$ cat src/rtl/uart_hex_report_sequencer.sv
// Purpose : prints a snapshotted 32-bit value as 8 uppercase ASCII hex digits (+ optional CR LF) via uart_transmitter.
// Latency : first start pulse in the cycle after the accepting edge, then one pulse every CLKS_PER_CHAR cycles.
// Backpr. : none from the transmitter (open-loop pacing); triggers while busy are dropped and flagged.
//
// Ports:
//   clk          system clock
//   i_reset      synchronous active-low reset
//   i_trigger    report request, accepted when o_busy is low
//   i_value      value to print, captured on the accepting edge
//   o_busy       sequence in progress
//   o_start_uart one-cycle start strobe for the transmitter
//   o_uart_data  character for the transmitter, held between strobes
//   o_done       one-cycle pulse at sequence completion
//   o_dropped    one-cycle pulse when a trigger arrives while busy
module uart_hex_report_sequencer #(
   parameter int CLKS_PER_CHAR = 8680,
   parameter bit SEND_NEWLINE  = 1'b1
) (
   input  logic        clk,
   input  logic        i_reset,
   input  logic        i_trigger,
   input  logic [31:0] i_value,
   output logic        o_busy,
   output logic        o_start_uart,
   output logic [7:0]  o_uart_data,
   output logic        o_done,
   output logic        o_dropped
);

   localparam int NCHARS = SEND_NEWLINE ? 10 : 8;
   localparam int CNT_W  = $clog2(CLKS_PER_CHAR);

   // The SEND cycle itself is the first cycle of each character slot, so WAIT
   // covers the remaining CLKS_PER_CHAR-1 cycles: pace counts 0..CLKS_PER_CHAR-2.
   localparam logic [CNT_W-1:0] CNT_LAST = CNT_W'(CLKS_PER_CHAR - 2);
   localparam logic [3:0]       IDX_LAST = 4'(NCHARS - 1);

   localparam logic [1:0] S_IDLE = 2'd0;
   localparam logic [1:0] S_SEND = 2'd1;
   localparam logic [1:0] S_WAIT = 2'd2;
   localparam logic [1:0] S_DONE = 2'd3;

   logic [1:0]       state;
   logic [31:0]      snap;      // remaining digits, next one in [31:28]
   logic [3:0]       idx;
   logic [CNT_W-1:0] pace;
   logic [3:0]       idx_nxt;
   logic [7:0]       next_char;

   function automatic logic [7:0] hex_ascii(input logic [3:0] nib);
      if (nib < 4'd10) return 8'h30 + {4'h0, nib};
      else             return 8'h37 + {4'h0, nib};
   endfunction

   // Character for the slot after the current one.
   always_comb begin
      idx_nxt   = idx + 4'd1;
      next_char = hex_ascii(snap[31:28]);
      if (idx_nxt == 4'd8)      next_char = 8'h0D;
      else if (idx_nxt == 4'd9) next_char = 8'h0A;
   end

   always_ff @(posedge clk) begin
      if (!i_reset) begin
         state        <= S_IDLE;
         snap         <= 32'h0;
         idx          <= 4'd0;
         pace         <= '0;
         o_busy       <= 1'b0;
         o_start_uart <= 1'b0;
         o_uart_data  <= 8'h00;
         o_done       <= 1'b0;
         o_dropped    <= 1'b0;
      end else begin
         o_start_uart <= 1'b0;
         o_done       <= 1'b0;
         o_dropped    <= i_trigger & o_busy;
         case (state)
            // DONE accepts like IDLE so reports can run back to back.
            S_IDLE, S_DONE: begin
               if (i_trigger) begin
                  // Digit 0 goes out directly from i_value; the snapshot keeps
                  // the remaining digits pre-shifted.
                  state        <= S_SEND;
                  snap         <= {i_value[27:0], 4'h0};
                  idx          <= 4'd0;
                  pace         <= '0;
                  o_uart_data  <= hex_ascii(i_value[31:28]);
                  o_start_uart <= 1'b1;
                  o_busy       <= 1'b1;
               end else begin
                  state <= S_IDLE;
               end
            end
            S_SEND: begin
               state <= S_WAIT;
               pace  <= '0;
            end
            S_WAIT: begin
               if (pace == CNT_LAST) begin
                  if (idx == IDX_LAST) begin
                     state  <= S_DONE;
                     o_busy <= 1'b0;
                     o_done <= 1'b1;
                  end else begin
                     state        <= S_SEND;
                     idx          <= idx_nxt;
                     snap         <= {snap[27:0], 4'h0};
                     o_uart_data  <= next_char;
                     o_start_uart <= 1'b1;
                  end
               end else begin
                  pace <= pace + 1'b1;
               end
            end
            default: state <= S_IDLE;
         endcase
      end
   end

endmodule

$ cat config.mk
export PLATFORM = sky130hd
export DESIGN_NAME = uart_hex_report_sequencer
export DESIGN_NICKNAME = d
export VERILOG_FILES = /design/src/rtl/uart_hex_report_sequencer.sv
export SDC_FILE = /design/constraint.sdc
export NUM_CORES = 1
export LEC_CHECK = 0
export CORE_AREA = 2 2 83 85
export CTS_CLUSTER_DIAMETER = 100
export DETAILED_ROUTE_END_ITERATION = 12
export DIE_AREA = 0 0 85 87
export PLACE_DENSITY = 0.73
export SETUP_SLACK_MARGIN = 0.3
export SLEW_MARGIN = 5
export SYNTH_ARGS = -nofsm -noshare
export SYNTH_HDL_FRONTEND = slang
export SYNTH_SLANG_ARGS = --single-unit
$ cat constraint.sdc
create_clock -name clk -period 2.2 [get_ports clk]
set_input_delay 0.33 -clock clk [delete_from_list [all_inputs] [get_ports clk]]
set_output_delay 0.33 -clock clk [all_outputs]
set_load 0.1 [all_outputs]
==> summary.txt, run 1 <==
Routing
  – Drt pass-1 iters: 5
  – Vias: 2748
  – Number of routed nets with antenna violations: 0
  – Number of DRC markers in iteration 0: 132
  – Vias per inst: 5.61
  – Final wirelength: 7870 µm
  – DRC: 0
  – DR WL/cell: 16.1 µm

Synth
  – Number of synthesized flops with an enable pin: 0
  – Synth Net Count: 385
  – Post-synth top area share: 39.1%
  – Area contributors post-synth: dfxtp_1 (39%), mux2i_1 (8.6%), o211a_1 (8.3%)
  – Flops & latches, synth: 59
  – Yosys cell types: 51
  – Synth Flop Type: dfxtp_1
  – Post-synth top area cell: dfxtp_1
  – Mean area per synthesized cell: 8.86 µm²
  – Post-synthesis sequential area ratio: 39.1%
  – Ys async rst share: 0%
  – Post-Syn Instances: 341
  – Synthesized cell area: 3020 µm²
  – Synth warnings: 0

Hold path
  – HP Class: register to register

Timing
  – Setup TNS: 0 ns
  – Hold slack: 0.460 ns
  – RSZ-0062 raised after global routing: true
  – Tmin final: 2.06 ns
  – Hold Vio Cnt, Final: 0
  – Worst slew margin: 58.2%
  – Final setup violation count: 0
  – Tcrit/Tclk final: 93.8%
  – Max Slew Vio Count: 0
  – Final Skew: 0.00622 ns
  – Worst-Margin Slew: 0.626 ns
  – Fmax: 0.484 GHz

Die
  – Starting Density: 46.0%
  – Die area: 7400 µm²
  – I/O pins: 47
  – Die height: 87 µm
  – Rows: 30
  – Core Area: 6570 µm²
  – DIE WIDTH: 85 µm

Global routing
  – Initial antenna violation count: 0
  – First-pass GRT wire length: 12300 µm
  – Global Route Usage Sum: 21.0%
  – Pin count of the biggest net entering global routing: 28
  – Vias in the first global route: 2617
  – Total grt overflow: 0

Final layout
  – N_diodes: 0
  – Share of cells above drive strength 1: 22.4%
  – Final Cell Area: 4240 µm²
  – Synth-to-Final Area Change: 40.2%
  – Post-layout net count: 450
  – Post-Route Utilization: 64.5%

CTS
  – H-Tree Depth: 3
  – Maximum clock insertion buffer count: 2
  – Hold-fix buffers, CTS: 0
  – Clock Root Buffer: clkbuf_8
  – Cts bufs inserted: 9
  – CTS sink count: 59
  – Clock transition at the registers of the reported paths: 0.07 ns
  – CTS tree: yes
  – Clock Latency Late Sink: 0.34 ns

Worst setup path
  – CP startpoint: pace[10]
  – Length in cells of the worst reg-to-reg path: 5
  – WP data required: 2.44 ns
  – CP startpoint kind: register
  – RR Startpoint: pace[10]
  – Worst setup EP type: register
  – Worst-path fanout max: 8
  – Crit path arrival time: 2.30 ns
  – Register-to-Register Setup Slack: 0.14 ns
  – Worst setup endpoint: snap[5]
  – Worst r2r dst: snap[5]
  – Kind of critical path: register to register

Run
  – Max_cap viols: 0

Placed design
  – DP HPWL: 4610 µm
  – Gpl congestion: 0.811
  – Placed cell area: 3580 µm²
  – Port buffer count: 45

Power
  – Power Density: 630 nW/µm²
  – Power Total: 2670 µW
  – Leak: 0.00180 µW
  – Peak supply drop: 0.424 mV

Run status
  – Status: finished, final reports clean
==> final cells by class <==
cell class / count / area (µm²)
fill: 542 / 2330
tap: 80 / 100
clock inverter: 3 / 15.0
sequential: 59 / 1190
multi-input combinational: 246 / 1900
inverter: 15 / 56.3
clock buffer: 12 / 145
timing repair buffer: 75 / 832
==> Yosys cell counts, types with 3 or more instances <==
| library cell | count |
|---|---|
| mux2i_1 | 26 |
| xnor2_1 | 8 |
| nand4_1 | 4 |
| nor3_1 | 8 |
| a31oi_1 | 7 |
| nand2_1 | 48 |
| buf_4 | 3 |
| nor2_1 | 15 |
| buf_2 | 7 |
| inv_1 | 15 |
| nand2b_1 | 3 |
| o21ai_0 | 4 |
| or3_1 | 3 |
| nor2b_1 | 3 |
| a21boi_1 | 6 |
| a21oi_1 | 14 |
| nand3_1 | 8 |
| o211a_1 | 25 |
| clkbuf_1 | 10 |
| nor3b_1 | 3 |
| and3b_1 | 3 |
| o21ai_1 | 11 |
| ha_1 | 9 |
| a32o_1 | 4 |
| and2_1 | 5 |
| dfxtp_1 | 59 |
==> critical path, cell delays in order (launching register included) <==
cell     delay [ns]
dfxtp_2        0.32
or4b_4         0.55
or4_4          0.62
nor2_4         0.15
o21ai_4        0.09
a32o_1         0.24
==> state kept, by name, summed over array words and instances (netlist names) <==
| name | count |
|---|---|
| o_done | 1 |
| state | 2 |
| o_start_uart | 1 |
| o_uart_data | 7 |
| o_busy | 1 |
| pace | 14 |
| snap | 28 |
| o_dropped | 1 |
| idx | 4 |
==> metal layers <==
| layer | track usage (%) | vias up | share of wire, % |
|---|---|---|---|
| met5 | 0 | - | 0 |
| met4 | 6.78 | 0 | 1.6 |
| met3 | 6.82 | 13 | 4.6 |
| met2 | 35.9 | 55 | 52 |
| met1 | 25.0 | 1318 | 42 |
| li1 | - | 1362 | - |
==> report_power, final <==
group | internal (µW) | leakage (µW) | switching, µW
combinational | 290 | 0.00122 | 345
sequential | 1140 | 0.000486 | 47.7
clock | 428 | 0.0000860 | 421
==> placed cells by master, fill, tap and decap left out, drive strengths merged, types with 4 or more instances in the layout <==
cell and count:
dfxtp 59, o21ai 16, a21oi 14, a21boi 6, nand3 8, xnor2 8, inv 15, nor3 8
a32o 4, clkdlybuf4s50 34, nor2 16, a31oi 7, clkbuf 14, nand2 48, nand4 4, and2 5
buf 39, o211a 25, ha 9, mux2i 26
==> worst min path at each step <==
stage              startpoint              to  slack [ns]  cells past startpoint
2_1_floorplan      i_value[0]         snap[4]        0.46                      1
3_3_place_gp   o_uart_data[2]  o_uart_data[2]        0.44                      2
3_5_place_dp   o_uart_data[2]  o_uart_data[2]        0.46                      2
4_1_cts        o_uart_data[2]  o_uart_data[2]        0.47                      2
5_1_grt        o_uart_data[0]  o_uart_data[0]        0.49                      2
6_report       o_uart_data[0]  o_uart_data[0]        0.46                      2
==> per-stage QoR <==
stage               worst slack (ns)  std cells
floorplan                      0.201        341
global placement              0.0862        457
detailed placement            0.0251        457
CTS                            0.132        485
global route                  0.0825        490
finish                         0.136        490
==> repair_timing <==
item                                    4_1_cts  5_1_grt
buffers inserted                              8        3
cloned                                        5        2
gates resized for setup                      17       35
pin swaps                                     6        5
endpoints found under the setup margin       47       53
==> kinds of logic (layout without fill, tap and decap cells) <==
group                      Yosys count  count (layout)  share of synthesized area, %
buffers and inverters               36             105                          5.13
DFF                                 59              59                          39.1
adders and majority gates            9               9                          3.73
other                                1               1                         0.124
and+or+nand+nor                    113             113                          18.8
AOI/OAI and AO/OA                   88              88                          21.9
xor gates and xnor gates             9               9                          2.61
muxes                               26              26                          8.61
Note: power is estimated with default switching activity, not from simulation.
==> run 2: changes to the inputs <==
==> constraint.sdc (replaced) <==
create_clock -name clk -period 2.2 [get_ports clk]
set_input_delay 0.33 -clock clk [delete_from_list [all_inputs] [get_ports clk]]
set_output_delay 0.33 -clock clk [all_outputs]
set_load 0.02 [all_outputs]
==> run 2 against run 1 <==
Effect of this change: flip-flop and latch count unchanged; non-clock buffer count down 8; clock power shrank 2%; largest power group unchanged; wire length is 14% lower; clock skew is 0.0019 ns lower; cell count shrank 1.4%.
==> summary.txt, run 2 (same netlist as run 1, synthesis figures left out) <==
Power
  – Peak supply drop: 0.426 mV
  – Power Density: 614 nW/µm²
  – Leak: 0.00161 µW

Die
  – I/O pins: 47
  – Starting Density: 46.0%
  – DIE WIDTH: 85 µm
  – Die height: 87 µm
  – Core Area: 6570 µm²
  – Die area: 7400 µm²
  – Rows: 30

Final layout
  – Synth-to-Final Area Change: 28.9%
  – Max FFs per register: 28
  – N_diodes: 0
  – Post-layout net count: 443
  – Largest registers: snap: 28 flops, pace: 14 flops, o_uart_data: 7 flops
  – Top reg by flops: snap
  – Share of cells above drive strength 1: 13.4%
  – Commonest non-fill, non-tap cell in the layout: dfxtp_1
  – Commonest non-fill, non-tap cells in the layout: dfxtp_1 (56), nand2_1 (46), clkdlybuf4s50_1 (45), mux2i_1 (25), o211a_1 (25)

Timing
  – Worst-Margin Slew: 0.602 ns
  – Worst slew margin: 59.8%
  – Tcrit/Tclk final: 95.1%
  – Fmax: 0.478 GHz
  – Hold slack: 0.453 ns
  – RSZ-0062 raised after global routing: true
  – Max Slew Vio Count: 0
  – Tmin final: 2.09 ns
  – Final setup violation count: 0
  – Hold Vio Cnt, Final: 0
  – Final Skew: 0.00434 ns
  – Setup TNS: 0 ns

Global routing
  – Total grt overflow: 0
  – Vias in the first global route: 2513
  – Initial antenna violation count: 0
  – First-pass GRT wire length: 11300 µm
  – Global Route Usage Sum: 19.1%
  – Pin count of the biggest net entering global routing: 33

CTS
  – CTS sink count: 59
  – Cts bufs inserted: 9
  – H-Tree Depth: 3
  – Maximum clock insertion buffer count: 2
  – Clock Latency Late Sink: 0.33 ns
  – Clock Root Buffer: clkbuf_8
  – Hold-fix buffers, CTS: 0
  – Clock transition at the registers of the reported paths: 0.06 ns
  – CTS tree: yes

Worst setup path
  – Crit path arrival time: 2.32 ns
  – CP startpoint kind: register
  – Worst setup EP type: register
  – WP data required: 2.43 ns
  – CP startpoint: pace[10]
  – Kind of critical path: register to register
  – Worst-path fanout max: 5
  – RR Startpoint: pace[10]

Routing
  – DR WL/cell: 14.0 µm
  – Final wirelength: 6750 µm
  – Vias per inst: 5.51
  – Number of DRC markers in iteration 0: 129
  – DRC: 0
  – Number of routed nets with antenna violations: 0
  – Drt pass-1 iters: 4
  – Vias: 2662

Placed design
  – Port buffer count: 45
  – Gpl congestion: 0.782
  – DP HPWL: 4630 µm

Hold path
  – HP Class: register to register
  – HP Start: o_uart_data[2]

Run
  – Max_cap viols: 0

Run status
  – Status: finished, final reports clean
run 2: cell types whose count changed in the layout (fill, tap and decap cells not counted), sizes merged:
cell and delta:
clkbuf -2, clkdlybuf4s50 +11, buf -17, or4 +1
run 2: path summary, 6_finish.rpt:
kind | end | slack (ns) | cells after the start
setup / recovery | snap[7] | 0.11 | 5
hold / removal | o_uart_data[2] | 0.45 | 2
setup reg to reg | snap[7] | 0.11 | 5
hold reg to reg | o_uart_data[2] | 0.45 | 2
run 2: critical path: stages, from the launching register on:
cell and delay [ns]:
dfxtp_2 0.32, or4b_4 0.55, or4_4 0.60, nor2_4 0.15, o21ai_4 0.09, a32o_1 0.27
run 2: power by group:
group	switching [µW]	internal [µW]
sequential	42.0	1140
combinational	178	199
clock	405	428
total	625	1760
run 2: metal layers:
layer  vias up  share of wire [%]  track usage [%]
met5         -                  0                0
met4         0                1.6             9.09
met3         9                4.6             6.16
met2        53                 48             31.0
met1      1252                 46             23.1
li1       1348                  -                -
run 2: area by class of cell:
cell class / instances / area [µm²]
clock buffer: 12 / 145
clock inverter: 3 / 15.0
fill: 580 / 2680
inverter: 15 / 56.3
multi-input combinational: 247 / 1760
sequential: 59 / 1180
tap: 80 / 100
timing repair buffer: 67 / 632
run 2: repair_timing:
action	4_1_cts	5_1_grt
endpoints found under the setup margin	47	57
setup buffers	4	5
gates resized for setup	7	5
pin swaps	5	6
gates cloned	1	0
run 2: per-stage QoR:
stage,utilization (%),cells,instance area [µm²],total power [µW],setup slack (ns)
CTS,58.2,478,3820,2410,0.159
floorplan,-,341,3040,1420,0.201
detailed placement,54.8,458,3600,1570,0.0142
global placement,54.8,458,3600,1560,0.103
finish,59.3,483,3890,2390,0.108
global route,59.3,483,3890,2500,0.0615
==> variant 1 (flow settings as in run 2) <==
Change the parameter `SEND_NEWLINE` from 1'b1 to 1'b0.
--- a/src/rtl/uart_hex_report_sequencer.sv
+++ b/src/rtl/uart_hex_report_sequencer.sv
@@ -14,7 +14,7 @@
 //   o_dropped    one-cycle pulse when a trigger arrives while busy
 module uart_hex_report_sequencer #(
    parameter int CLKS_PER_CHAR = 8680,
-   parameter bit SEND_NEWLINE  = 1'b1
+   parameter bit SEND_NEWLINE  = 1'b0
 ) (
    input  logic        clk,
    input  logic        i_reset,
Check against the original RTL: same outputs for any inputs over 10 cycles, from zero or initial values and one cycle with i_reset low; that may be too few to reach the edited logic, so the function may still have changed.
==> variant 1 against run 2 <==
The run now ends with setup timing left; via count up 7.0%; die area unchanged; sequential cell count unchanged; critical path depth up 3; total power up 15%; first-iteration DRC count down 21%; final area up 18%; routed wire length up 22%; clock skew up 0.0039 ns; synthesized area down 0.41%; setup slack worse by 0.15 ns; highest routed layer unchanged.
==> variant 1: results (changes against run 2) <==
Status
  – Status: finished, violations left (was finished, final reports clean)
  – Violated checks: setup timing

Global route
  – GR Util met3: 0.0654 (was 0.0616)
  – Pin count of the biggest net entering global routing: 25 (was 33)
  – GRT Util Overall: 0.218 (was 0.191)
  – First-pass GRT wire length: 12.7 mm (was 11.3 mm)
  – Met1 usage: 0.260 (was 0.231)

Hold path
  – HP Start: o_uart_data[3] (was o_uart_data[2])
  – WHS Endpoint: o_uart_data[3] (was o_uart_data[2])

Layout
  – Non-clk bufs: 96 (was 67)
  – Fraction of area in registers: 0.258 (was 0.304)
  – ClkCell Share: 0.0393 (was 0.0411)
  – Layout Nets: 465 (was 443)
  – Layout cells sized above 1: 0.340 (was 0.134)
  – Fraction of cell area in non-clock buffers: 0.229 (was 0.162)
  – Multi-input gates: 242 (was 247)
  – Final core occ: 0.698 (was 0.593)
  – Area used by multi-input combinational logic: 0.00202 mm² (was 0.00176 mm²)
  – # fillers: 482 (was 580)
  – Inverters excl. clock: 13 (was 15)

Setup path
  – Worst r2r dst: pace[3] (was snap[7])
  – Crit Reg-Reg Startpoint: pace[12] (was pace[10])
  – FF-to-FF path depth: 8 (was 5)
  – Crit-path max FO: 7 (was 5)
  – Worst path max stage delay: 0.55 ns (was 0.60 ns)

Routing
  – Via Count: 2848 (was 2662)
  – Total Routed Length: 8.24 mm (was 6.75 mm)
  – Met2 WL: 4.19 mm (was 3.24 mm)
  – Drt initial violations: 102 (was 129)
  – Post-Route M1 WL: 3.55 mm (was 3.08 mm)
  – Met3 routed WL: 408 µm (was 308 µm)
  – Drt via density: 5.63 (was 5.51)

Placed design
  – Area after DPL: 0.00387 mm² (was 0.00360 mm²)
  – Placer congestion estimate: 0.875 (was 0.782)

Power
  – Maximum vdd drop: 484 µV (was 426 µV)
  – Switching power: 797 µW (was 625 µW)

STA
  – Hold_ws: 0.464 ns (was 0.453 ns)
  – Worst-Margin Slew: 0.718 ns (was 0.602 ns)
  – Sum of negative setup slack: -0.401 ns (was 0 ns)
  – # setup viols final: 20 (was 0)
  – Setup ws final: -0.0468 ns (was 0.108 ns)
  – Clock skew: 0.00823 ns (was 0.00434 ns)

Synth
  – Synth top area cells: dfxtp_1 39%, mux2i_1 8.3%, nor2_1 5.2% (was dfxtp_1 39%, mux2i_1 8.6%, o211a_1 8.3%)
  – Syn_nets: 379 (was 385)
  – Post-synth cell types: 52 (was 51)
  – Sequential-to-total area share from yosys stat: 0.393 (was 0.391)
variant 1: cell types whose count changed in the layout (fill, tap and decap cells not counted), moves of 9 or more:
| cell | before | now |
|---|---|---|
| o21ai_1 | 10 | 1 |
| a211oi_2 | 0 | 25 |
| nand2_1 | 46 | 15 |
| nor2_4 | 1 | 22 |
| o211a_1 | 25 | 2 |
| buf_4 | 20 | 30 |
variant 1: worst max-delay path by stage:
stage	startpoint	to	slack [ns]	cells after the start
2_1_floorplan	pace[9]	snap[30]	0.07	8
3_3_place_gp	pace[9]	idx[2]	-0.03	6
3_5_place_dp	pace[9]	idx[2]	-0.05	6
4_1_cts	pace[9]	idx[0]	-0.002	5
5_1_grt	pace[12]	pace[0]	-0.1	8
6_report	pace[12]	pace[3]	-0.05	8
variant 1: power groups by stage:
stage | registers, mW | logic [mW] | clock network (mW)
after floorplan | 1.22 | 0.266 | 0
after global placement | 1.21 | 0.443 | 0
after detailed placement | 1.21 | 0.453 | 0
after CTS | 1.20 | 0.534 | 0.929
after global routing | 1.21 | 0.656 | 0.988
final | 1.20 | 0.614 | 0.922
variant 1: cell families (layout without fill, tap and decap cells):
| logic type | Yosys count | count (layout) | share of synthesized area |
|---|---|---|---|
| AND/OR/NAND/NOR | 110 | 110 | 0.179 |
| other | 1 | 1 | 0.00125 |
| multiplexers | 26 | 26 | 0.0869 |
| adder cells (fa/ha/maj) | 9 | 9 | 0.0374 |
| XOR/XNOR | 10 | 10 | 0.0291 |
| flip-flops | 59 | 59 | 0.393 |
| AO/OA/AOI/OAI | 86 | 86 | 0.220 |
| buffers and inverters | 34 | 125 | 0.0540 |
variant 1: repair_timing:
action	in CTS	in global routing
setup buffers	2	9
cloned	2	4
pin swaps	2	27
resized for setup	47	31
setup endpoints to repair	48	52
==> variant 2 (settings of run 2) <==
Made on the original files. Reset style: asynchronous (`i_reset`), changed in one clocked block. Comments in the files are not updated.
--- a/src/rtl/uart_hex_report_sequencer.sv
+++ b/src/rtl/uart_hex_report_sequencer.sv
@@ -60,7 +60,7 @@
       else if (idx_nxt == 4'd9) next_char = 8'h0A;
    end
 
-   always_ff @(posedge clk) begin
+   always_ff @(posedge clk or negedge i_reset) begin
       if (!i_reset) begin
          state        <= S_IDLE;
          snap         <= 32'h0;
Formal check against the unedited RTL: differs if i_reset is asserted again (counterexample within 4 cycles, from zero or initial values and one cycle with i_reset low); with i_reset held inactive, the same outputs for 10 cycles.
==> variant 2 against run 2 <==
Highest routed layer unchanged; global-route usage is 0.088 points lower; sequential share of layout area increased by 6.1 points; final area is 4.0% higher; count of clock-buffer cells in the layout is 1 higher; synthesized cell count down 7.0%; worst hold slack improved by 0.028 ns; synthesized area up 1.3%; first-iteration DRC count decreased by 32%; setup slack gained 0.18 ns; routed wire length down 1.7%; sequential cell count stayed put.
Power is not compared: it rests on default switching activity, and its combinational part moved more than twofold at a synthesized area within 25%.
==> variant 2: results (changes against run 2) <==
Synth
  – Sequential-to-total area share from yosys stat: 0.482 (was 0.391)
  – Top cells by count, synth: 59 x dfrtp_1, 46 x nand2_1, 43 x o21ai_0 (was 59 x dfxtp_1, 48 x nand2_1, 26 x mux2i_1)
  – Post-synth ARST share: 1.00 (was 0)
  – Syn_nets: 361 (was 385)
  – Synth top area cells: dfrtp_1 48%, mux2i_1 8.2%, o21ai_0 7.0% (was dfxtp_1 39%, mux2i_1 8.6%, o211a_1 8.3%)
  – Most common cell in the netlist: dfrtp_1 (was dfxtp_1)

Setup path
  – Critical Path Slowest Stage Cell: or4b_4 (was or4_4)
  – Critical path data arrival time: 2.17 ns (was 2.32 ns)
  – Crit-path max FO: 7 (was 5)
  – R2R Setup Slk: 0.29 ns (was 0.11 ns)
  – Worst path max stage delay: 0.54 ns (was 0.60 ns)

Global route
  – First-pass GRT wire length: 11.0 mm (was 11.3 mm)
  – GRT Util Overall: 0.191 (about the same)
  – Vias in the first global route: 2456 (was 2513)
  – Pin count of the biggest net entering global routing: 60 (was 33)

Status
  – Status: finished, final reports clean (unchanged)

STA
  – Clock skew: 0.00897 ns (was 0.00434 ns)

Routing
  – Drt via density: 5.40 (was 5.51)
  – Drt initial violations: 88 (was 129)
  – Total Routed Length: 6.63 mm (was 6.75 mm)

Placed design
  – Post-DP HPWL: 4.48 mm (was 4.63 mm)
  – Placer congestion estimate: 0.804 (was 0.782)
  – Area after DPL: 0.00367 mm² (was 0.00360 mm²)

Layout
  – Layout Nets: 424 (was 443)
  – Layout cells sized above 1: 0.148 (was 0.134)

Power
  – Switching power: approximately 450 µW

Clock tree
  – Reg clk slew, reported paths: around 0.07 ns
## variant 2: cell count changes in the layout (fill, tap and decap cells not counted), moves of 7 or more
cell,change
o211a_1,-25
dfrtp_1,+58
o21ai_0,+36
o21ai_1,-8
dfxtp_1,-56
a22o_1,+7
## variant 2: timing repair
action,in CTS,in global routing
gates resized for setup,5,14
endpoints found under the hold margin,53,0
pin swaps,3,2
buffers inserted,4,5
gates cloned,0,2
endpoints found under the setup margin,43,43
hold buffers,1,0
## variant 2: stage by stage
stage	util	std cells	worst slack, ns	hold slack (ns)
global placement	0.559	437	0.0348	0.360
floorplan	-	317	0.249	0.0344
finish	0.616	464	0.289	0.481
detailed placement	0.559	437	-0.0135	0.360
global route	0.616	464	0.226	0.504
CTS	0.594	457	0.275	0.485
## variant 2: power by group through the flow
| stage | registers (mW) | logic [mW] | clock network, mW |
|---|---|---|---|
| final | 1.09 | 0.103 | 0.897 |
| after global routing | 1.08 | 0.115 | 0.966 |
| after CTS | 1.08 | 0.104 | 0.923 |
| after detailed placement | 1.10 | 0.103 | 0 |
| after global placement | 1.10 | 0.102 | 0 |
| after floorplan | 1.11 | 0.0114 | 0 |
## variant 2: path summary, 6_finish.rpt
path,from,cells past startpoint,endpoint
hold / removal,snap[21],2,snap[21]
setup / recovery,state[1],5,pace[9]
max in group asynchronous,i_reset,3,pace[3]
hold reg to reg,snap[21],2,snap[21]
setup reg to reg,state[1],5,pace[9]
min in group asynchronous,i_reset,3,state[1]
## variant 2: cell families (layout without fill, tap and decap cells)
logic type | Yosys count | in the layout | share of synthesized area
simple gates | 101 | 101 | 0.166
compound gates | 85 | 85 | 0.167
flops | 59 | 59 | 0.482
buf+inv | 28 | 95 | 0.0392
mux | 25 | 25 | 0.0817
fa+ha+maj | 9 | 9 | 0.0368
xor+xnor | 9 | 9 | 0.0257
other cells | 1 | 1 | 0.00122
## variant 2: area by class of cell
type | count | area, µm²
Sequential cell | 59 | 1480
Multi-Input combinational cell | 230 | 1550
Clock buffer | 13 | 169
Inverter | 12 | 45.0
Fill cell | 570 | 2520
Clock inverter | 2 | 10.0
Timing Repair Buffer | 68 | 699
Tap cell | 80 | 100
## variant 2: layer usage
metal,global-route usage,wire [µm],up-vias
met4,0.0779,113,0
met2,0.321,3280,62
li1,-,-,1244
met5,0,0,-
met1,0.225,2920,1188
met3,0.0635,311,12
## variant 2: tightest hold or removal path, cell delays in order (launching register included)
cell and delay, ns:
dfrtp_1 0.34, nand2_1 0.04, o21ai_0 0.06
